### config.mk
export PLATFORM = sky130hd
export DESIGN_NAME = nr_iter_ctrl
export DESIGN_NICKNAME = d
export VERILOG_FILES = /design/src/rtl/nr_iter_ctrl.sv
export SDC_FILE = /design/constraint.sdc
export NUM_CORES = 2
export LEC_CHECK = 0
export ABC_AREA = 1
export ABC_CLOCK_PERIOD_IN_PS = 4000
export BUFFER_PORTS_ARGS = -buffer_cell sky130_fd_sc_hd__buf_2
export CAP_MARGIN = 15
export CORE_AREA = 2 2 570 572
export CTS_CLUSTER_DIAMETER = 200
export CTS_CLUSTER_SIZE = 14
export DETAILED_ROUTE_END_ITERATION = 10
export DIE_AREA = 0 0 572 574
export PLACE_DENSITY = 0.3
export SLEW_MARGIN = 25
export SYNTH_ARGS = -nofsm -noshare
export SYNTH_HDL_FRONTEND = slang
export SYNTH_SLANG_ARGS = --single-unit
### constraint.sdc
create_clock -name clk -period 4 [get_ports clk]
set_input_delay 0.6 -clock clk [delete_from_list [all_inputs] [get_ports clk]]
set_output_delay 0.6 -clock clk [all_outputs]
set_load 0.01 [all_outputs]
### src/rtl/nr_iter_ctrl.sv
// Broyden/Newton-Raphson iteration sequencer: feeds x/invJ to the iteration stage,
// captures its results on a qualified strobe edge and decides converge / iterate / stop.

module nr_elem_close #(
    parameter int TOL_ULP = 4
) (
    input  logic [31:0] a,
    input  logic [31:0] b,
    output logic        close,
    output logic        nonfinite
);
    localparam logic [23:0] TOL = 24'(TOL_ULP);

    logic [23:0] diff;

    always_comb begin
        diff = (a[22:0] >= b[22:0]) ? ({1'b0, a[22:0]} - {1'b0, b[22:0]})
                                    : ({1'b0, b[22:0]} - {1'b0, a[22:0]});
        // +0/-0 compare equal; differing exponents are never close
        close = (a == b)
             || ((a[30:0] == 31'd0) && (b[30:0] == 31'd0))
             || ((a[31] == b[31]) && (a[30:23] == b[30:23]) && (diff <= TOL));
        nonfinite = (a[30:23] == 8'hFF);
    end
endmodule

module nr_iter_ctrl #(
    parameter int MAX_ITER = 64,
    parameter int TOL_ULP  = 4,
    parameter int MIN_WAIT = 16,
    parameter int TIMEOUT  = 2047
) (
    input  logic         clk,
    input  logic         rst,
    input  logic         start,
    input  logic [95:0]  init_x,
    input  logic [383:0] init_invJ,
    output logic [95:0]  cur_x,
    output logic [383:0] cur_invJ,
    input  logic [95:0]  new_x,
    input  logic [383:0] new_invJ,
    input  logic         iter_stb,
    output logic         busy,
    output logic         done,
    output logic [1:0]   status,
    output logic [7:0]   iter_count
);
    localparam int          NUM_LANES = 3;
    localparam logic [10:0] MIN_W     = 11'(MIN_WAIT);
    localparam logic [10:0] TMO       = 11'(TIMEOUT);
    localparam logic [7:0]  MAX_I     = 8'(MAX_ITER);

    typedef enum logic [1:0] {S_IDLE, S_WAIT, S_CHECK, S_DONE} state_t;

    state_t         state, state_nxt;
    logic           stb_q;
    logic [10:0]    wait_cnt;
    logic [95:0]    cand_x;
    logic [383:0]   cand_invJ;
    logic [NUM_LANES-1:0] elem_close, elem_nf;
    logic           accept, tmo, all_close, any_nf, last_iter;

    for (genvar i = 0; i < NUM_LANES; i++) begin : g_lane
        nr_elem_close #(.TOL_ULP(TOL_ULP)) u_close (
            .a         (cand_x[32*i +: 32]),
            .b         (cur_x[32*i +: 32]),
            .close     (elem_close[i]),
            .nonfinite (elem_nf[i])
        );
    end

    assign accept    = iter_stb && !stb_q && (wait_cnt >= MIN_W);
    assign tmo       = (wait_cnt == TMO);
    assign all_close = &elem_close;
    assign any_nf    = |elem_nf;
    assign last_iter = ((iter_count + 8'd1) == MAX_I);
    assign busy      = (state == S_WAIT) || (state == S_CHECK);
    assign done      = (state == S_DONE);

    always_ff @(posedge clk or negedge rst) begin
        if (!rst) state <= S_IDLE;
        else      state <= state_nxt;
    end

    always_comb begin
        state_nxt = state;
        case (state)
            S_IDLE, S_DONE: if (start) state_nxt = S_WAIT;
            // capture wins over timeout when both land on the same cycle
            S_WAIT: begin
                if (accept)   state_nxt = S_CHECK;
                else if (tmo) state_nxt = S_DONE;
            end
            S_CHECK: state_nxt = (any_nf || all_close || last_iter) ? S_DONE : S_WAIT;
            default: state_nxt = S_IDLE;
        endcase
    end

    always_ff @(posedge clk or negedge rst) begin
        if (!rst) begin
            stb_q      <= 1'b0;
            wait_cnt   <= '0;
            cur_x      <= '0;
            cur_invJ   <= '0;
            cand_x     <= '0;
            cand_invJ  <= '0;
            status     <= 2'd0;
            iter_count <= '0;
        end else begin
            stb_q <= iter_stb;
            case (state)
                S_IDLE, S_DONE: begin
                    if (start) begin
                        cur_x      <= init_x;
                        cur_invJ   <= init_invJ;
                        iter_count <= '0;
                        wait_cnt   <= '0;
                        status     <= 2'd0;
                    end
                end
                S_WAIT: begin
                    wait_cnt <= wait_cnt + 11'd1;
                    if (accept) begin
                        cand_x    <= new_x;
                        cand_invJ <= new_invJ;
                    end else if (tmo) begin
                        status <= 2'd2;
                    end
                end
                S_CHECK: begin
                    iter_count <= iter_count + 8'd1;
                    // a non-finite candidate leaves the last good vector in place
                    if (any_nf) begin
                        status <= 2'd3;
                    end else begin
                        cur_x    <= cand_x;
                        cur_invJ <= cand_invJ;
                        if (all_close)      status   <= 2'd0;
                        else if (last_iter) status   <= 2'd1;
                        else                wait_cnt <= '0;
                    end
                end
                default: ;
            endcase
        end
    end
endmodule

==> results_dict.tcl <==
set metrics [dict create \
    mappedNetlistNets 8032 \
    timing.max_cap.violations 0 \
    timing.rr.start "cur_x[68]" \
    cp_max_fo 23 \
    worst_hold_path_type "primary input to flop" \
    sinks_on_clock_net 984 \
    clk-insertion-delay-late_ns 0.86 \
    setup_total_negative_slack_ns 0 \
    cell_repeated_most_along_the_worst_path "sky130_fd_sc_hd__nand2_1" \
    first_iteration_detailed_routing_drc_count 3183 \
    hp-start "new_invJ[84]" \
    layout.cells.non_filler 13190 \
    timing.hold.worst_path_depth 3 \
    regToRegSetupSlack_ns 0.31 \
    period_share_pct 92.13 \
    dr_total_vias 54330 \
    die_height_um 574 \
    final_report_hold_violation_count 0 \
    worst_reg2reg_path_depth 22 \
    avgSynthCellArea_um2 7.688 \
    crit_family "simple AND/OR/NAND/NOR gates" \
    flip_flop_cell_with_the_highest_count_after_synthesis "sky130_fd_sc_hd__dfrtp_1" \
    synthCells 6918 \
    synth_compound_gate_area_share_pct 14.11 \
    rsz0062_at_grt "no" \
    status "finished, final reports clean" \
    cts_tree "yes" \
    yosysWarningCount 0 \
    criticalPathCategory "flop to flop" \
    root_buffer "sky130_fd_sc_hd__clkbuf_16" \
    buffer_ports.inserted 1455 \
    synth_enable_flop_cells 0 \
    syn2layout_area_growth_pct 39.19 \
    most_frequent_cell_after_synthesis "sky130_fd_sc_hd__nand2_1" \
    max_stage_delay_cell_worst_path "sky130_fd_sc_hd__dfrtp_1" \
    grt_antenna_before_repair 206 \
    leading_cell_types_by_total_area_after_synthesis "sky130_fd_sc_hd__dfrtp_1 46%, sky130_fd_sc_hd__nand2_1 19%, sky130_fd_sc_hd__o21a_1 5.7%" \
    synth.distinct_cells 46 \
    post-synth-top-area-fraction_pct 46.30 \
    row_count 209 \
    cts_buffers 88 \
    cp_cell_sequence "inv_1, ha_1, nand2_1, nor2_2, nand2_1, nor2_2, nand2_1, nand2_2, nor2_4, nand2_8, nand2_1, nand2_1, nand2_1, nand3_1, nor3_1, nand3_1, nand2_1, buf_12, nand4_4, buf_12, nand4_1, nand2_1" \
    setup_slack_ns 0.3149 \
    netlist_top_cells_count "2650 x sky130_fd_sc_hd__nand2_1, 984 x sky130_fd_sc_hd__dfrtp_1, 592 x sky130_fd_sc_hd__o21ai_0" \
    drt-total-wl_um 316000 \
    grt_pass1_vias 56650 \
    post-synth-top-area-cell "sky130_fd_sc_hd__dfrtp_1" \
    cts_htree_levels 3 \
    cp-end-kind "flop" \
    syn_area_mm2 0.05318 \
    gp_routability_congestion 0.8934 \
    period_minus_slack_ns 3.685 \
    clk_path_buf_depth 4 \
    async_flop_share_pct 100.0 \
    globalRoute.totalOverflow 0 \
    avgViaCountPerCell 4.118 \
    ir_drop_v 0.0004117 \
    finish.net_count 9900 \
    critical_path.startpoint_type "flop" \
    share_of_final_layout_standard_cells_stronger_than_drive_strength_1_pct 24.92 \
    maxSlewViolCount 0 \
    power_density_mw_per_mm2 801.0 \
    cp_data_required_time_ns 4.67 \
    timing.fmax_mhz 271.4 \
    max_stage_delay_ns 0.42 \
    worst_hold_slack_ns 0.06318 \
    post_synth_mux_area_share_pct 0 \
    die_width_um 572 \
    timing.rr.end "wait_cnt[5]" \
    cp.arrival_ns 4.35 \
    report.final.setup_viol 0 \
    floorplan.core_area_mm2 0.3227 \
    dpl_worst_slack_ns 0.1738 \
    hpwl_um 252800 \
    hold_path_end "cand_invJ[84]" \
    top_level_ports 1456 \
    synthesized_area_fraction_occupied_by_xor_and_xnor_cells_pct 0.9057 \
    n_fill_cell 36610 \
    synth-adder-area-share_pct 3.614 \
    grt_pass1_wl_um 441000 \
    wire_length_per_cell_after_detailed_routing_um 23.95 \
    die_area_mm2 0.3283 \
    drt.antenna.violating_nets 0 \
    power.leakage_nw 35.82 \
    number_of_drc_violations_after_detailed_routing 0 \
    placedCellCount 12540 \
    synthSimpleGateAreaFrac_pct 28.96 \
    largest_net_degree_at_the_start_of_global_routing 169 \
    timing.clock.skew_ns 0.1025 \
    drt_pass1_iterations 5 \
    start_util_pct 16.48 \
    synth-seq-area-share_pct 46.30 \
    synth_top_family_by_area "simple AND/OR/NAND/NOR gates" \
    timing_worst_slew_pin_value_ns 1.112 \
    track_usage_pct 18.66 \
    clkSlewWorstSetupHoldPaths_ns 0.08 \
    timing.slew.headroom_pct 25.20 \
    postSynthRegisterBits 984 \
    worstPathBufferInverterCount 3 \
]
## timing repair
action	CTS	global route
endpoints found under the setup margin	0	14
hold endpoints to repair	513	0
hold buffers	483	0
buffers inserted	0	0
resized for setup	0	9
## report_power, final
group / total, W / switching (W) / internal [W] / leakage, nW
registers: 0.0163 / 0.00255 / 0.0138 / 11.9
clock network: 0.00846 / 0.00451 / 0.00396 / 1.14
logic: 0.0345 / 0.0220 / 0.0125 / 22.8
total: 0.0593 / 0.0291 / 0.0302 / 35.8
## logic make-up (layout without fill, tap and decap cells)
family,count (synthesis),in the layout
compound gates,1241,1241
xor+xnor,55,55
fa+ha+maj,150,150
buf+inv,851,2728
flops,984,984
other cells,0,74
simple gates,3637,3637
## per-layer routing
layer  part of all wire (%)  vias up  global-route usage [%]
met5                   0.22        -                       0
met1                     43    26310                   23.15
met2                     48     1613                   32.25
met4                    2.3      110                   3.912
li1                       -    25830                       -
met3                    6.8      467                   4.848
## cell type report
cell class	instances	area, um^2	share of cell area, %
tap	4325	5411	7.310
clock buffer	88	2202	2.975
multi-input combinational	5083	25380	34.29
inverter	508	1922	2.596
timing repair buffer	2121	14160	19.13
clock inverter	11	135.1	0.1825
sequential	984	24620	33.26
antenna	74	185.2	0.2501
## worst min-delay path, delay by kind of cell
family                 cells  cell delay [ns]
and+or+nand+nor            2             0.21
buffers and inverters      1             0.08
## per-stage QoR
stage | total power [W] | utilization [%] | cell area (um^2)
after floorplan | 0.03581 | - | 53180
after global placement | 0.05108 | 20.65 | 66630
after detailed placement | 0.05091 | 20.65 | 66630
after CTS | 0.06031 | 22.87 | 73800
after global routing | 0.06445 | 22.91 | 73930
final | 0.05930 | 22.94 | 74030
## layout by cell type, fill, tap and decap left out, drive strengths merged
cell type	instances
and2	6
a31oi	2
buf	1638
a21o	2
nor3b	2
diode	74
a32oi	1
a22oi	1
o211ai	80
a21oi	129
or2	410
xor2	41
nand4	76
ha	144
inv	511
clkbuf	88
nor2	222
a21boi	1
o21bai	19
xnor2	14
nor3	24
clkinv	7
nand3b	6
nand2	2664
o21a	405
dfrtp	984
o21ai	596
clkinvlp	1
nor4	39
dlygate4sd3	483
nand3	188
o22ai	5
fa	6
## worst max path at each step
stage,from,to,slack [ns],cells past startpoint
floorplan,cur_x[64],wait_cnt[0],1.04,24
global placement,cur_x[11],wait_cnt[6],0.15,20
detailed placement,cur_x[68],wait_cnt[4],0.17,22
CTS,cur_x[68],wait_cnt[5],0.13,22
global route,cur_x[68],status[0],0.007,25
finish,cur_x[68],wait_cnt[5],0.31,22
## flip-flops by register name, summed over array words and instances, names as in the netlist
name and count:
cand_invJ 384, stb_q 1, cand_x 96, iter_count 8
cur_x 96, state 2, cur_invJ 384, wait_cnt 11
status 2
No activity file was read; power rests on OpenSTA's default activity.
